### src/rtl/rgb_gray_receiver_if.sv
// Pixel port between the upstream pixel source (master) and rgb_gray_receiver (slave).
// rcv_req: receiver ready; rcv_ack: pixel_in valid this cycle.
interface rgb_gray_receiver_if;
  logic        rcv_req;
  logic        rcv_ack;
  logic [23:0] pixel_in;

  modport master (
    input  rcv_req,
    output rcv_ack,
    output pixel_in
  );

  modport slave (
    output rcv_req,
    input  rcv_ack,
    input  pixel_in
  );
endinterface

### src/rtl/rgb_gray_receiver.sv
// Sobel input stage: receives one RGB frame, converts to 8-bit luma, writes the gray frame buffer.
// Define GRAY_ROUND_EN for round-to-nearest luma instead of truncation.
module rgb_gray_receiver #(
  parameter int unsigned Width  = 128,
  parameter int unsigned Height = 128,
  parameter int unsigned AddrW  = 14
) (
  input  logic                 clk,
  input  logic                 xrst,
  rgb_gray_receiver_if.slave   pix_if,
  output logic                 mem_we_o,
  output logic [AddrW-1:0]     mem_addr_o,
  output logic [7:0]           mem_wdata_o,
  output logic                 frame_done_o,
  input  logic                 rearm_i
);

  localparam int unsigned PixelNum = Width * Height;

  typedef enum logic [1:0] {StRecv, StDrain, StDone} state_e;

  state_e             state_q, state_d;
  logic               rcv_req_q, rcv_req_d;
  logic [AddrW-1:0]   count_q, count_d;
  logic               frame_done_q, frame_done_d;

  logic               v1_q;
  logic [15:0]        prod_r_q, prod_g_q, prod_b_q;
  logic [AddrW-1:0]   addr1_q;

  logic               mem_we_q;
  logic [AddrW-1:0]   mem_addr_q;
  logic [7:0]         mem_wdata_q;

  logic               accept;
  logic               last_pix;
  logic [15:0]        sum;

  // rcv_req_q gates acceptance so nothing is taken in the cycle after reset release
  assign accept   = (state_q == StRecv) && rcv_req_q && pix_if.rcv_ack;
  assign last_pix = (count_q == AddrW'(PixelNum - 1));

  always_comb begin
    state_d      = state_q;
    count_d      = count_q;
    frame_done_d = 1'b0;
    unique case (state_q)
      StRecv: begin
        if (accept) begin
          if (last_pix) begin
            state_d = StDrain;
          end else begin
            count_d = count_q + 1'b1;
          end
        end
      end
      StDrain: begin
        // Last write is on the bus and nothing is behind it
        if (!v1_q && mem_we_q) begin
          frame_done_d = 1'b1;
          state_d      = StDone;
        end
      end
      StDone: begin
        if (rearm_i) begin
          count_d = '0;
          state_d = StRecv;
        end
      end
      default: state_d = StRecv;
    endcase
    rcv_req_d = (state_d == StRecv);
  end

  always_comb begin
`ifdef GRAY_ROUND_EN
    sum = prod_r_q + prod_g_q + prod_b_q + 16'd128;
`else
    sum = prod_r_q + prod_g_q + prod_b_q;
`endif
  end

  always_ff @(posedge clk or negedge xrst) begin
    if (!xrst) begin
      state_q      <= StRecv;
      rcv_req_q    <= 1'b0;
      count_q      <= '0;
      frame_done_q <= 1'b0;
    end else begin
      state_q      <= state_d;
      rcv_req_q    <= rcv_req_d;
      count_q      <= count_d;
      frame_done_q <= frame_done_d;
    end
  end

  always_ff @(posedge clk or negedge xrst) begin
    if (!xrst) begin
      v1_q     <= 1'b0;
      prod_r_q <= '0;
      prod_g_q <= '0;
      prod_b_q <= '0;
      addr1_q  <= '0;
    end else begin
      v1_q <= accept;
      if (accept) begin
        prod_r_q <= 16'd77  * 16'(pix_if.pixel_in[23:16]);
        prod_g_q <= 16'd150 * 16'(pix_if.pixel_in[15:8]);
        prod_b_q <= 16'd29  * 16'(pix_if.pixel_in[7:0]);
        addr1_q  <= count_q;
      end
    end
  end

  always_ff @(posedge clk or negedge xrst) begin
    if (!xrst) begin
      mem_we_q    <= 1'b0;
      mem_addr_q  <= '0;
      mem_wdata_q <= '0;
    end else begin
      mem_we_q <= v1_q;
      if (v1_q) begin
        mem_addr_q  <= addr1_q;
        mem_wdata_q <= sum[15:8];
      end
    end
  end

  assign pix_if.rcv_req = rcv_req_q;
  assign mem_we_o       = mem_we_q;
  assign mem_addr_o     = mem_addr_q;
  assign mem_wdata_o    = mem_wdata_q;
  assign frame_done_o   = frame_done_q;

endmodule

### src/flat_wrapper.sv
// flat-port wrapper written by rule: the top's interface ports become plain ports
module rgb_gray_receiver_flat 
#(
  parameter int unsigned Width  = 128,
  parameter int unsigned Height = 128,
  parameter int unsigned AddrW  = 14
)
  (clk, xrst, mem_we_o, mem_addr_o, mem_wdata_o, frame_done_o, rearm_i, pix_if_rcv_req, pix_if_rcv_ack, pix_if_pixel_in);
  rgb_gray_receiver_if pix_if_i ();
  input  logic clk;
  input  logic xrst;
  output logic mem_we_o;
  output logic [AddrW-1:0] mem_addr_o;
  output logic [7:0] mem_wdata_o;
  output logic frame_done_o;
  input  logic rearm_i;
  output wire logic [$bits(pix_if_i.rcv_req)-1:0] pix_if_rcv_req;
  input wire logic [$bits(pix_if_i.rcv_ack)-1:0] pix_if_rcv_ack;
  input wire logic [$bits(pix_if_i.pixel_in)-1:0] pix_if_pixel_in;
  assign pix_if_rcv_req = pix_if_i.rcv_req;
  assign pix_if_i.rcv_ack = pix_if_rcv_ack;
  assign pix_if_i.pixel_in = pix_if_pixel_in;
  rgb_gray_receiver #(.Width(Width), .Height(Height), .AddrW(AddrW)) u_core (.clk(clk), .xrst(xrst), .pix_if(pix_if_i), .mem_we_o(mem_we_o), .mem_addr_o(mem_addr_o), .mem_wdata_o(mem_wdata_o), .frame_done_o(frame_done_o), .rearm_i(rearm_i));
endmodule
### config.mk
export PLATFORM = sky130hd
export DESIGN_NAME = rgb_gray_receiver_flat
export DESIGN_NICKNAME = d
export VERILOG_FILES = /design/src/rtl/rgb_gray_receiver_if.sv /design/src/rtl/rgb_gray_receiver.sv /design/src/flat_wrapper.sv
export SDC_FILE = /design/constraint.sdc
export NUM_CORES = 1
export LEC_CHECK = 0
export CAP_MARGIN = 20
export CORE_ASPECT_RATIO = 0.6
export CORE_MARGIN = 1.5
export CORE_UTILIZATION = 45
export DETAILED_ROUTE_END_ITERATION = 10
export MAX_ROUTING_LAYER = met4
export REMOVE_ABC_BUFFERS = 1
export SLEW_MARGIN = 20
export SYNTH_ARGS = -nofsm -noshare
export SYNTH_HDL_FRONTEND = slang
export SYNTH_SLANG_ARGS = --single-unit
export TNS_END_PERCENT = 100
### constraint.sdc
create_clock -name clk -period 5.5 [get_ports clk]
set_input_delay 1.1 -clock clk [delete_from_list [all_inputs] [get_ports clk]]
set_output_delay 1.1 -clock clk [all_outputs]
set_load 0.01 [all_outputs]
==> impl_metrics.py <==
metrics = {
    "synth": {
        "yosys-top-cells-area": "dfrtp_1 (32%), ha_1 (18%), fa_1 (9.8%), nand2_1 (5.7%), inv_1 (3.8%)",
        "ys_warn_count": 0,
        "ys_ff_latch": 99,
        "synth.yosys.seq_area_share": 0.320,
        "syn_area_per_cell_um2": 9.90,
        "synthFlopType": "dfrtp_1",
        "syn-cell-area_um2": 7730,
        "yosysUniqueCellTypes": 68,
        "async_flop_share": 1.00,
        "postSynthCellCount": 781,
        "synth_edf_count": 0,
        "ys_top_cells_by_count": "nand2_1 (117), ha_1 (114), dfrtp_1 (99)",
        "synth_top_cell_by_area": "dfrtp_1",
        "yosysMostFrequentCell": "nand2_1",
        "yosysTopAreaCellShare": 0.320,
    },
    "cts": {
        "clk_pin_slew_ns": 0.08,
        "cts_buffers": 9,
        "postCtsSetupRepairBufs": 0,
        "worstSkewPairLatency_ns": 0.34,
        "cts-root-buf": "clkbuf_16",
        "cts_resized": 0,
        "ctsHtreeMaxLevel": 3,
        "cts_tree": "built",
        "clock_path_buffers": 2,
        "postCtsHoldBufs": 0,
        "cts_sinks": 99,
    },
    "hold_path": {
        "hold_depth": 2,
        "holdPathEnd": "u_core.addr1_q[4]",
        "hold_class": "flop to flop",
        "hold_start": "u_core.addr1_q[4]",
    },
    "final_layout": {
        "area_delta_synth_final_pct": 13.2,
        "layout.nets": 1005,
        "layout-drive-gt1-share": 0.0651,
        "design_area_um2": 8750,
        "num_antenna_cells": 0,
    },
    "timing": {
        "hold_viol": 0,
        "fin_crit_sh": 0.827,
        "setup_viol_count_final": 0,
        "finalClockSkew_ns": 0.00965,
        "fmax_mhz": 220,
        "slew_violations": 0,
        "worst_slew_pin_slew_ns": 0.764,
        "rsz0062_at_grt": "no",
        "setup_tns_ns": 0,
        "min_period_ns": 4.55,
        "relSlewSlack": 0.490,
    },
    "global_route": {
        "grt_pass1_wl_mm": 27.7,
        "grt_usage": 0.201,
        "grt_overflow": 0,
        "grt_max_degree": 68,
        "first_global_vias": 5599,
        "antenna_found_initial": 0,
    },
    "setup_path": {
        "path_delay_family": "adder cells",
        "worstPathRequired_ns": 5.72,
        "endpoint_kind": "flop",
        "cpMostUsedCell": "ha_1",
        "crit_fanout": 5,
        "critPathKind": "primary input to flop",
        "rr_startpoint": "u_core.state_q[0]",
        "r2r-end": "u_core.prod_r_q[11]",
        "rrSetupSlack_ns": 2.70,
        "crit_buf_inv": 3,
        "slowest_stage": "clkdlybuf4s50_1",
        "cp_cell_sequence": "clkdlybuf4s50_1 -> ha_1 -> ha_1 -> inv_1 -> fa_1 -> fa_1 -> inv_1 -> ha_1 -> a2111oi_0 -> o21ai_1 -> a221oi_1 -> xor2_1 -> o21ai_1",
        "cp-start-kind": "primary input",
        "cp.arrival_ns": 4.77,
        "cpPeakStageDelay_ns": 0.62,
        "r2r_cells": 6,
        "cp-startpoint": "pix_if_pixel_in[12]",
    },
    "run_status": {
        "status": "finished, final reports clean",
    },
    "floorplan": {
        "start_util": 0.468,
        "io_pins": 53,
        "fp.dieH_um": 105,
        "die-area_um2": 18000,
        "rows": 36,
        "core_um2": 16500,
        "die_w_um": 172,
    },
    "routing": {
        "drt_iter0_drc": 281,
        "highest_layer": "met4",
        "vias": 5758,
        "drc_errors": 0,
        "ant_nets": 0,
        "wirelength_met1_mm": 9.18,
        "routed-wl-met3_um": 900,
        "met2WireLength_mm": 6.85,
        "drt_pass1_iterations": 5,
        "routed_wl_mm": 17.0,
        "wl_per_cell_um": 16.1,
        "drt-vias-per-instance": 5.44,
    },
    "place": {
        "portBuffers": 52,
        "place_hpwl_mm": 13.4,
        "gp_congestion": 0.896,
        "postPlaceCellArea_um2": 8460,
    },
    "power_and_ir_drop": {
        "cellPowerDensity_nw_per_um2": 454,
        "ir_worst_vdd_uv": 327,
        "leakage_nw": 4.28,
    },
    "flow_run": {
        "max-cap-violations": 0,
    },
}
==> worst max-delay path by stage <==
stage	to	slack (ns)	cells past startpoint
detailed placement	u_core.prod_g_q[12]	0.60	13
global placement	u_core.prod_r_q[14]	0.68	13
floorplan	u_core.prod_r_q[11]	1.24	5
global route	u_core.prod_r_q[14]	0.72	13
CTS	u_core.prod_g_q[12]	0.95	13
finish	u_core.prod_g_q[12]	0.95	13
==> per-stage QoR <==
stage	util	setup slack, ns	hold slack [ns]	total power [mW]	std cells
3_3_place_gp	0.512	0.678	0.454	3.25	1042
3_5_place_dp	0.512	0.598	0.461	3.32	1042
6_report	0.530	0.952	0.476	3.97	1058
5_1_grt	0.530	0.720	0.508	4.30	1058
4_1_cts	0.530	0.954	0.481	3.98	1058
2_1_floorplan	-	1.24	0.440	2.71	759
==> cell usage in the layout (no fill, tap or decap), drive strengths merged, types with 6 or more instances in the layout <==
cell type,count
mux2,18
nand2,117
nor3b,7
fa,38
a21o,14
inv,83
clkdlybuf4s50,51
a21oi,25
ha,114
a211oi,12
nor3,16
nand4,6
a2111oi,6
o211ai,7
clkbuf,9
xor2,19
o21a,9
xnor2,12
nor2,24
o21ai,54
nand3,15
dfrtp,99
==> final cells by class <==
type	count	area, um^2
Timing Repair Buffer	55	553
Tap cell	228	285
Sequential cell	99	2480
Multi-Input combinational cell	580	4850
Fill cell	1502	7780
Inverter	80	300
Clock buffer	9	225
Clock inverter	7	67.6
==> where the power goes <==
group          switching [mW]  internal, mW  leakage, nW
registers               0.172         0.922         1.26
logic                    1.23          1.02         2.88
clock network           0.307         0.320        0.142
total                    1.71          2.27         4.28
==> routing by layer <==
layer,up-vias,track usage
met3,10,0.0326
met1,2804,0.310
met5,-,-
li1,2819,-
met4,0,0.0248
met2,125,0.283
==> worst min-delay path, delay by kind of cell (launching register included) <==
kind | cells | cell delay [ns]
flip-flops | 1 | 0.35
AND/OR/NAND/NOR | 2 | 0.10
==> flip-flops by register name, summed over array words and instances, names as in the netlist <==
signal,cells
u_core.addr1_q,14
u_core.count_q,14
u_core.frame_done_o,1
u_core.mem_addr_o,14
u_core.mem_wdata_o,8
u_core.mem_we_o,1
u_core.pix_if.rcv_req,1
u_core.prod_b_q,13
u_core.prod_g_q,15
u_core.prod_r_q,15
u_core.state_q,2
u_core.v1_q,1
==> logic make-up after synthesis <==
kind of cell | after synthesis | share of synthesized area
XOR/XNOR | 31 | 0.0351
AO/OA/AOI/OAI | 159 | 0.144
buffers and inverters | 102 | 0.0534
flip-flops | 99 | 0.320
AND/OR/NAND/NOR | 218 | 0.135
adder cells (fa/ha/maj) | 152 | 0.283
multiplexers | 20 | 0.0288
No activity file was read; power rests on OpenSTA's default activity.
